--- src/rtl/reg_bank_arbiter.sv ---
// reg_bank_arbiter: a bank of 2^AW registers, DW bits each, shared by two
// requesters over a req/ack handshake. Round-robin arbitration with at
// most one access per clock; ack (and read data) follow the grant by one
// cycle.
// Optional feature: define REG_ARB_LOCK_EN to add lock0/lock1 inputs. A
// port granted with its lock input high owns the bank for up to LOCK_MAX
// consecutive grants, or until its lock input drops.
module reg_bank_arbiter #(
    parameter int DW       = 8,
    parameter int AW       = 2,
    parameter int LOCK_MAX = 8
) (
    input  logic                    clk,
    input  logic                    rst,
    input  logic                    req0,
    input  logic                    we0,
    input  logic [AW-1:0]           addr0,
    input  logic [DW-1:0]           wdata0,
    output logic                    ack0,
    output logic [DW-1:0]           rdata0,
    input  logic                    req1,
    input  logic                    we1,
    input  logic [AW-1:0]           addr1,
    input  logic [DW-1:0]           wdata1,
    output logic                    ack1,
    output logic [DW-1:0]           rdata1,
`ifdef REG_ARB_LOCK_EN
    input  logic                    lock0,
    input  logic                    lock1,
`endif
    output logic [DW*(2**AW)-1:0]   bank_q
);

    localparam int NREG = 2 ** AW;

    logic [DW-1:0] regs_q [NREG];
    logic          ack0_q, ack1_q;
    logic [DW-1:0] rdata0_q, rdata1_q;
    logic          ptr_q, ptr_d;       // port that wins a tie

    logic          elig0, elig1;
    logic          gnt_vld, gnt_id;
    logic          sel_we;
    logic [AW-1:0] sel_addr;
    logic [DW-1:0] sel_wdata;

`ifdef REG_ARB_LOCK_EN
    localparam int CW = $clog2(LOCK_MAX + 1);

    logic          own_vld_q;
    logic          own_id_q;
    logic [CW-1:0] cnt_q;
    logic          lock_active;
    logic          gnt_lock;
    logic [CW-1:0] cnt_nxt;
`endif

    // Eligibility, lock masking and round-robin selection of one port
    always_comb begin
        elig0 = req0 & ~ack0_q;
        elig1 = req1 & ~ack1_q;
`ifdef REG_ARB_LOCK_EN
        // A live lock shuts out the non-owner entirely.
        lock_active = own_vld_q & (own_id_q ? lock1 : lock0);
        if (lock_active) begin
            if (own_id_q) elig0 = 1'b0;
            else          elig1 = 1'b0;
        end
`endif
        gnt_vld = elig0 | elig1;
        if (elig0 && elig1) gnt_id = ptr_q;
        else                gnt_id = elig1;

        sel_we    = gnt_id ? we1    : we0;
        sel_addr  = gnt_id ? addr1  : addr0;
        sel_wdata = gnt_id ? wdata1 : wdata0;

        ptr_d = ptr_q;
        if (gnt_vld) ptr_d = ~gnt_id;
`ifdef REG_ARB_LOCK_EN
        gnt_lock = gnt_id ? lock1 : lock0;
        cnt_nxt  = (own_vld_q && (own_id_q == gnt_id)) ? cnt_q + 1'b1 : CW'(1);
        // Owner released its lock without a grant this cycle: hand priority over.
        if (!gnt_vld && own_vld_q && !lock_active) ptr_d = ~own_id_q;
`endif
    end

    // Register bank, acks, read data and priority pointer
    always_ff @(posedge clk) begin
        if (rst) begin
            for (int i = 0; i < NREG; i++) regs_q[i] <= '0;
            ack0_q   <= 1'b0;
            ack1_q   <= 1'b0;
            rdata0_q <= '0;
            rdata1_q <= '0;
            ptr_q    <= 1'b0;
        end else begin
            ack0_q <= gnt_vld & ~gnt_id;
            ack1_q <= gnt_vld &  gnt_id;
            ptr_q  <= ptr_d;
            if (gnt_vld) begin
                if (sel_we)      regs_q[sel_addr] <= sel_wdata;
                else if (gnt_id) rdata1_q <= regs_q[sel_addr];
                else             rdata0_q <= regs_q[sel_addr];
            end
        end
    end

`ifdef REG_ARB_LOCK_EN
    // Lock ownership and consecutive-grant counter
    always_ff @(posedge clk) begin
        if (rst) begin
            own_vld_q <= 1'b0;
            own_id_q  <= 1'b0;
            cnt_q     <= '0;
        end else if (gnt_vld && gnt_lock) begin
            if (cnt_nxt >= CW'(LOCK_MAX)) begin
                own_vld_q <= 1'b0;
                cnt_q     <= '0;
            end else begin
                own_vld_q <= 1'b1;
                own_id_q  <= gnt_id;
                cnt_q     <= cnt_nxt;
            end
        end else if (own_vld_q && !lock_active) begin
            own_vld_q <= 1'b0;
            cnt_q     <= '0;
        end
    end
`endif

    // Flatten the bank for observation, register 0 in the LSBs
    always_comb begin
        bank_q = '0;
        for (int i = 0; i < NREG; i++) bank_q[i*DW +: DW] = regs_q[i];
    end

    assign ack0   = ack0_q;
    assign ack1   = ack1_q;
    assign rdata0 = rdata0_q;
    assign rdata1 = rdata1_q;

endmodule

--- config.mk ---
export PLATFORM = sky130hd
export DESIGN_NAME = reg_bank_arbiter
export DESIGN_NICKNAME = d
export VERILOG_FILES = /design/src/rtl/reg_bank_arbiter.sv
export SDC_FILE = /design/constraint.sdc
export NUM_CORES = 1
export LEC_CHECK = 0
export CAP_MARGIN = 10
export CORE_ASPECT_RATIO = 1.4
export CORE_MARGIN = 3
export CORE_UTILIZATION = 49
export CTS_CLUSTER_DIAMETER = 30
export CTS_CLUSTER_SIZE = 30
export DETAILED_ROUTE_END_ITERATION = 7
export MAX_ROUTING_LAYER = met4
export PLACE_DENSITY = 0.86
export SETUP_SLACK_MARGIN = 0.02
export SYNTH_ARGS = -nofsm -noshare
export SYNTH_HDL_FRONTEND = slang
export SYNTH_SLANG_ARGS = --single-unit
--- constraint.sdc ---
create_clock -name clk -period 3 [get_ports clk]
set_input_delay 0.3 -clock clk [delete_from_list [all_inputs] [get_ports clk]]
set_output_delay 0.3 -clock clk [all_outputs]
set_load 0.03 [all_outputs]
==> results.md <==
- Library cell occupying the most area in the post-synthesis netlist: sky130_fd_sc_hd__edfxtp_1
- Height of the chip: between 80 and 90 um
- Via count of the first global-routing pass: roughly 1900
- Count of inserted antenna diode cells: 0
- Slew of the pin with the lowest slew margin: 0.6469 ns
- Via Count: between 1500 and 2000
- Post_cts resized: 0
- Setup repair after global routing missed its margin: no
- Global-route wire length before repair: about 9600 um
- Nets@finish: 317
- Clock latency on the worst-skew pair: 0.31 ns
- Die area: around 5700 sq um
- H-tree level count: 2
- Layout cell share with drive strength beyond 1: between 6 and 7%
- Aggregate negative setup slack: 0 ns
- Synth warn: 0
- Count of flip-flops with a built-in enable after synthesis: 32
- Clock buffer count from CTS: 5
- Cell with the biggest individual delay on the critical path: sky130_fd_sc_hd__clkdlybuf4s50_1
- Post-layout total power: about 1.6 mW
- F_max: between 400 and 500 MHz
- Starting DRC count in detailed routing: between 150 and 200
- Leading cell type by number of instances after synthesis: sky130_fd_sc_hd__nor2_1
- Post-Route Hold Slack: 0.5031 ns
- Capturing element type of the critical path: flop
- GR Util All Layers: 23.18%
- Die Width: between 60 and 70 um
- Placed cells: between 300 and 400
- Cells taking the most area after synthesis: sky130_fd_sc_hd__edfxtp_1, sky130_fd_sc_hd__dfxtp_1, sky130_fd_sc_hd__nor2_1, sky130_fd_sc_hd__a311oi_1, sky130_fd_sc_hd__mux2i_1
- Final critical-path share of the clock period: between 70% and 80%
- Total routed wirelength: 6070 um
- Number of max-cap violations: 0
- Combinational family with the most area after synthesis: simple AND/OR/NAND/NOR gates
- Pin count of the biggest net entering global routing: 19
- Average wire per standard cell: between 15 and 20 um
- Number of rows in the core area: 29
- Portion of synthesized cell area occupied by the leading cell type: approximately 40%
- Number of distinct standard cells referenced by the synthesized netlist: 42
- Startpoint-to-endpoint class of the critical path: in -> reg
- Final instance area: ~3200 sq um
- Synthesized-area fraction occupied by adder cells: 0%
- Weighted congestion reported at the end of routability-driven placement: ~0.88
- Layout overhead on the synthesized area: 37.71%
- Post-synthesis instance area: between 2000 and 2500 sq um
- Power density of the placed cells: just under 500 nW/um^2
- Remaining design rule violation count: 0
- Relative max-transition margin: about 57%
- Register bit count reported by yosys: between 50 and 60
- Final global-route overflow total: 0
- Number of antenna violations at the first check in global routing: 0
- First-pass iteration count of the detailed router: 4
- Worst Path Max Fanout: 15
- Initial cell density of the core: 51.31%
- CP max stage delay: about 0.51 ns
- Antenna Nets Post-Route: 0
- Deepest clock path buffer count: 2
- Max VDD drop: 0.3902 mV
- Total I/O pin count: 76
- Synthesized-area fraction occupied by ao, oa, aoi and oai cells: 17.60%
- Via density: roughly 5.6
- Detailed Place HPWL: between 4000 and 5000 um
- Share of async-settable or async-resettable flops after synthesis: 0%
- Post-route insts no fill: about 350
- Leak Pwr: approximately 1.2 nW
- Nets in the synthesized netlist: roughly 240
- Critical Path Start Type: primary input
- Largest clock skew in the final design: ~0.0075 ns
- HP Class: reg -> reg
- Clock-pin slew of the registers on the worst-case setup and hold paths: 0.09 ns
- Post-synthesis share of cell area spent on and, or, nand and nor gates: 17.76%
- Total number of clock tree sinks: 51
- Clock tree from TritonCTS: built
- Count of hold-fix buffers inserted at cts: 0
- CTS Root Buffer Type: sky130_fd_sc_hd__clkbuf_8
- Cell area after placement: roughly 3100 sq um
- Mux cell area share after synthesis: under 10%
- I/O Buffers: 75
- Crit path arrival time: approximately 2.3 ns
- Status: finished, final reports clean
- Post-synthesis average cell area: 10.81 sq um
- CP Cell Sequence: clkdlybuf4s50_1, or3b_4, nand2_2, nand3_1, a21o_1, nand2b_1
- Data required time of the worst path: a little under 3 ns
- Prevailing post-synth register cell: sky130_fd_sc_hd__edfxtp_1
- Gate count of the mapped netlist: between 200 and 250
- Total of endpoints with negative setup slack in the final report: 0
- Final worst path period need: 2.342 ns
- Leading post-synthesis cells by instance count: sky130_fd_sc_hd__nor2_1, sky130_fd_sc_hd__edfxtp_1, sky130_fd_sc_hd__dfxtp_1, sky130_fd_sc_hd__a311oi_1, sky130_fd_sc_hd__o21ai_1
- Sequential element share of the synthesized area: roughly 57%
- Xor and xnor fraction of the mapped netlist area: 0%
- Area of the core: roughly 4600 sq um
- Final Hold Fails: 0
- Max-slew violation count: 0
- Post-CTS Setup Inserts: 0
critical path, delay by kind of cell:
| family | cells | cell delay (ns) |
|---|---|---|
| and+or+nand+nor | 4 | 1.20 |
| AOI/OAI and AO/OA | 1 | 0.28 |
| buffers and inverters | 1 | 0.51 |
layout make-up:
type | count | area, sq um
timing repair buffer | 78 | 773.2
inverter | 10 | 37.54
clock buffer | 5 | 68.82
clock inverter | 3 | 22.52
multi-input combinational | 145 | 909.6
sequential | 51 | 1341
tap | 62 | 77.57
fill | 346 | 1341
power breakdown:
group          internal (mW)  leakage, nW  switching [mW]  total, mW
clock network          0.168       0.0451           0.233      0.401
logic                  0.159        0.663           0.225      0.384
registers              0.792        0.487          0.0282      0.821
cell usage in the layout (no fill, tap or decap), drive strengths merged:
cell and n:
a211oi 3, a21boi 8, a21o 2, a221o 1, a22oi 1, a2bb2oi 8
a311oi 16, and2 1, and2b 1, and3 8, and3b 1, buf 3
clkbuf 5, clkdlybuf4s50 75, clkinvlp 1, dfxtp 19, edfxtp 32, inv 12
mux2i 8, nand2 3, nand2b 5, nand3 2, nand3b 1, nand4 2
nand4b 1, nor2 52, nor3b 1, nor4 1, nor4b 1, o211ai 1
o21ai 11, o21bai 1, o22a 1, or2 2, or3 1, or3b 1
worst paths after layout:
kind                                             start                         end  slack [ns]  cells past startpoint
worst max register to register      ptr_q$_SDFFE_PP0N_  regs_q[1][6]$_SDFFCE_PN0P_        0.77                      5
worst min register to register  rdata0[2]$_SDFFE_PP0P_      rdata0[2]$_SDFFE_PP0P_        0.50                      2
worst max-delay path                              req0  regs_q[1][6]$_SDFFCE_PN0P_        0.66                      6
worst min-delay path            rdata0[2]$_SDFFE_PP0P_      rdata0[2]$_SDFFE_PP0P_        0.50                      2
stage by stage:
| step | worst slack (ns) | utilization [%] |
|---|---|---|
| 6_report | 0.6578 | 70.66 |
| 5_1_grt | 0.5826 | 70.66 |
| 4_1_cts | 0.6902 | 70.66 |
| 3_5_place_dp | 0.3619 | 68.66 |
| 3_3_place_gp | 0.4406 | 68.66 |
| 2_1_floorplan | 0.9768 | - |
state kept, by name (all words and copies together) (netlist names):
register  count
rdata1        8
ack1          1
rdata0        8
ack0          1
regs_q       32
ptr_q         1
logic make-up (layout without fill, tap and decap cells):
kind of cell / after synthesis / after routing
AOI/OAI and AO/OA: 53 / 53
buffers and inverters: 21 / 96
DFF: 51 / 51
muxes: 8 / 8
and+or+nand+nor: 84 / 84
routing by layer:
layer / vias up / GRT usage, % / wire length [um]
li1: 951 / - / -
met1: 930 / 26.00 / 2334
met2: 85 / 41.26 / 3305
met3: 14 / 3.466 / 290
met4: 0 / 9.231 / 138
met5: - / - / 0
No activity file was read; power rests on OpenSTA's default activity.
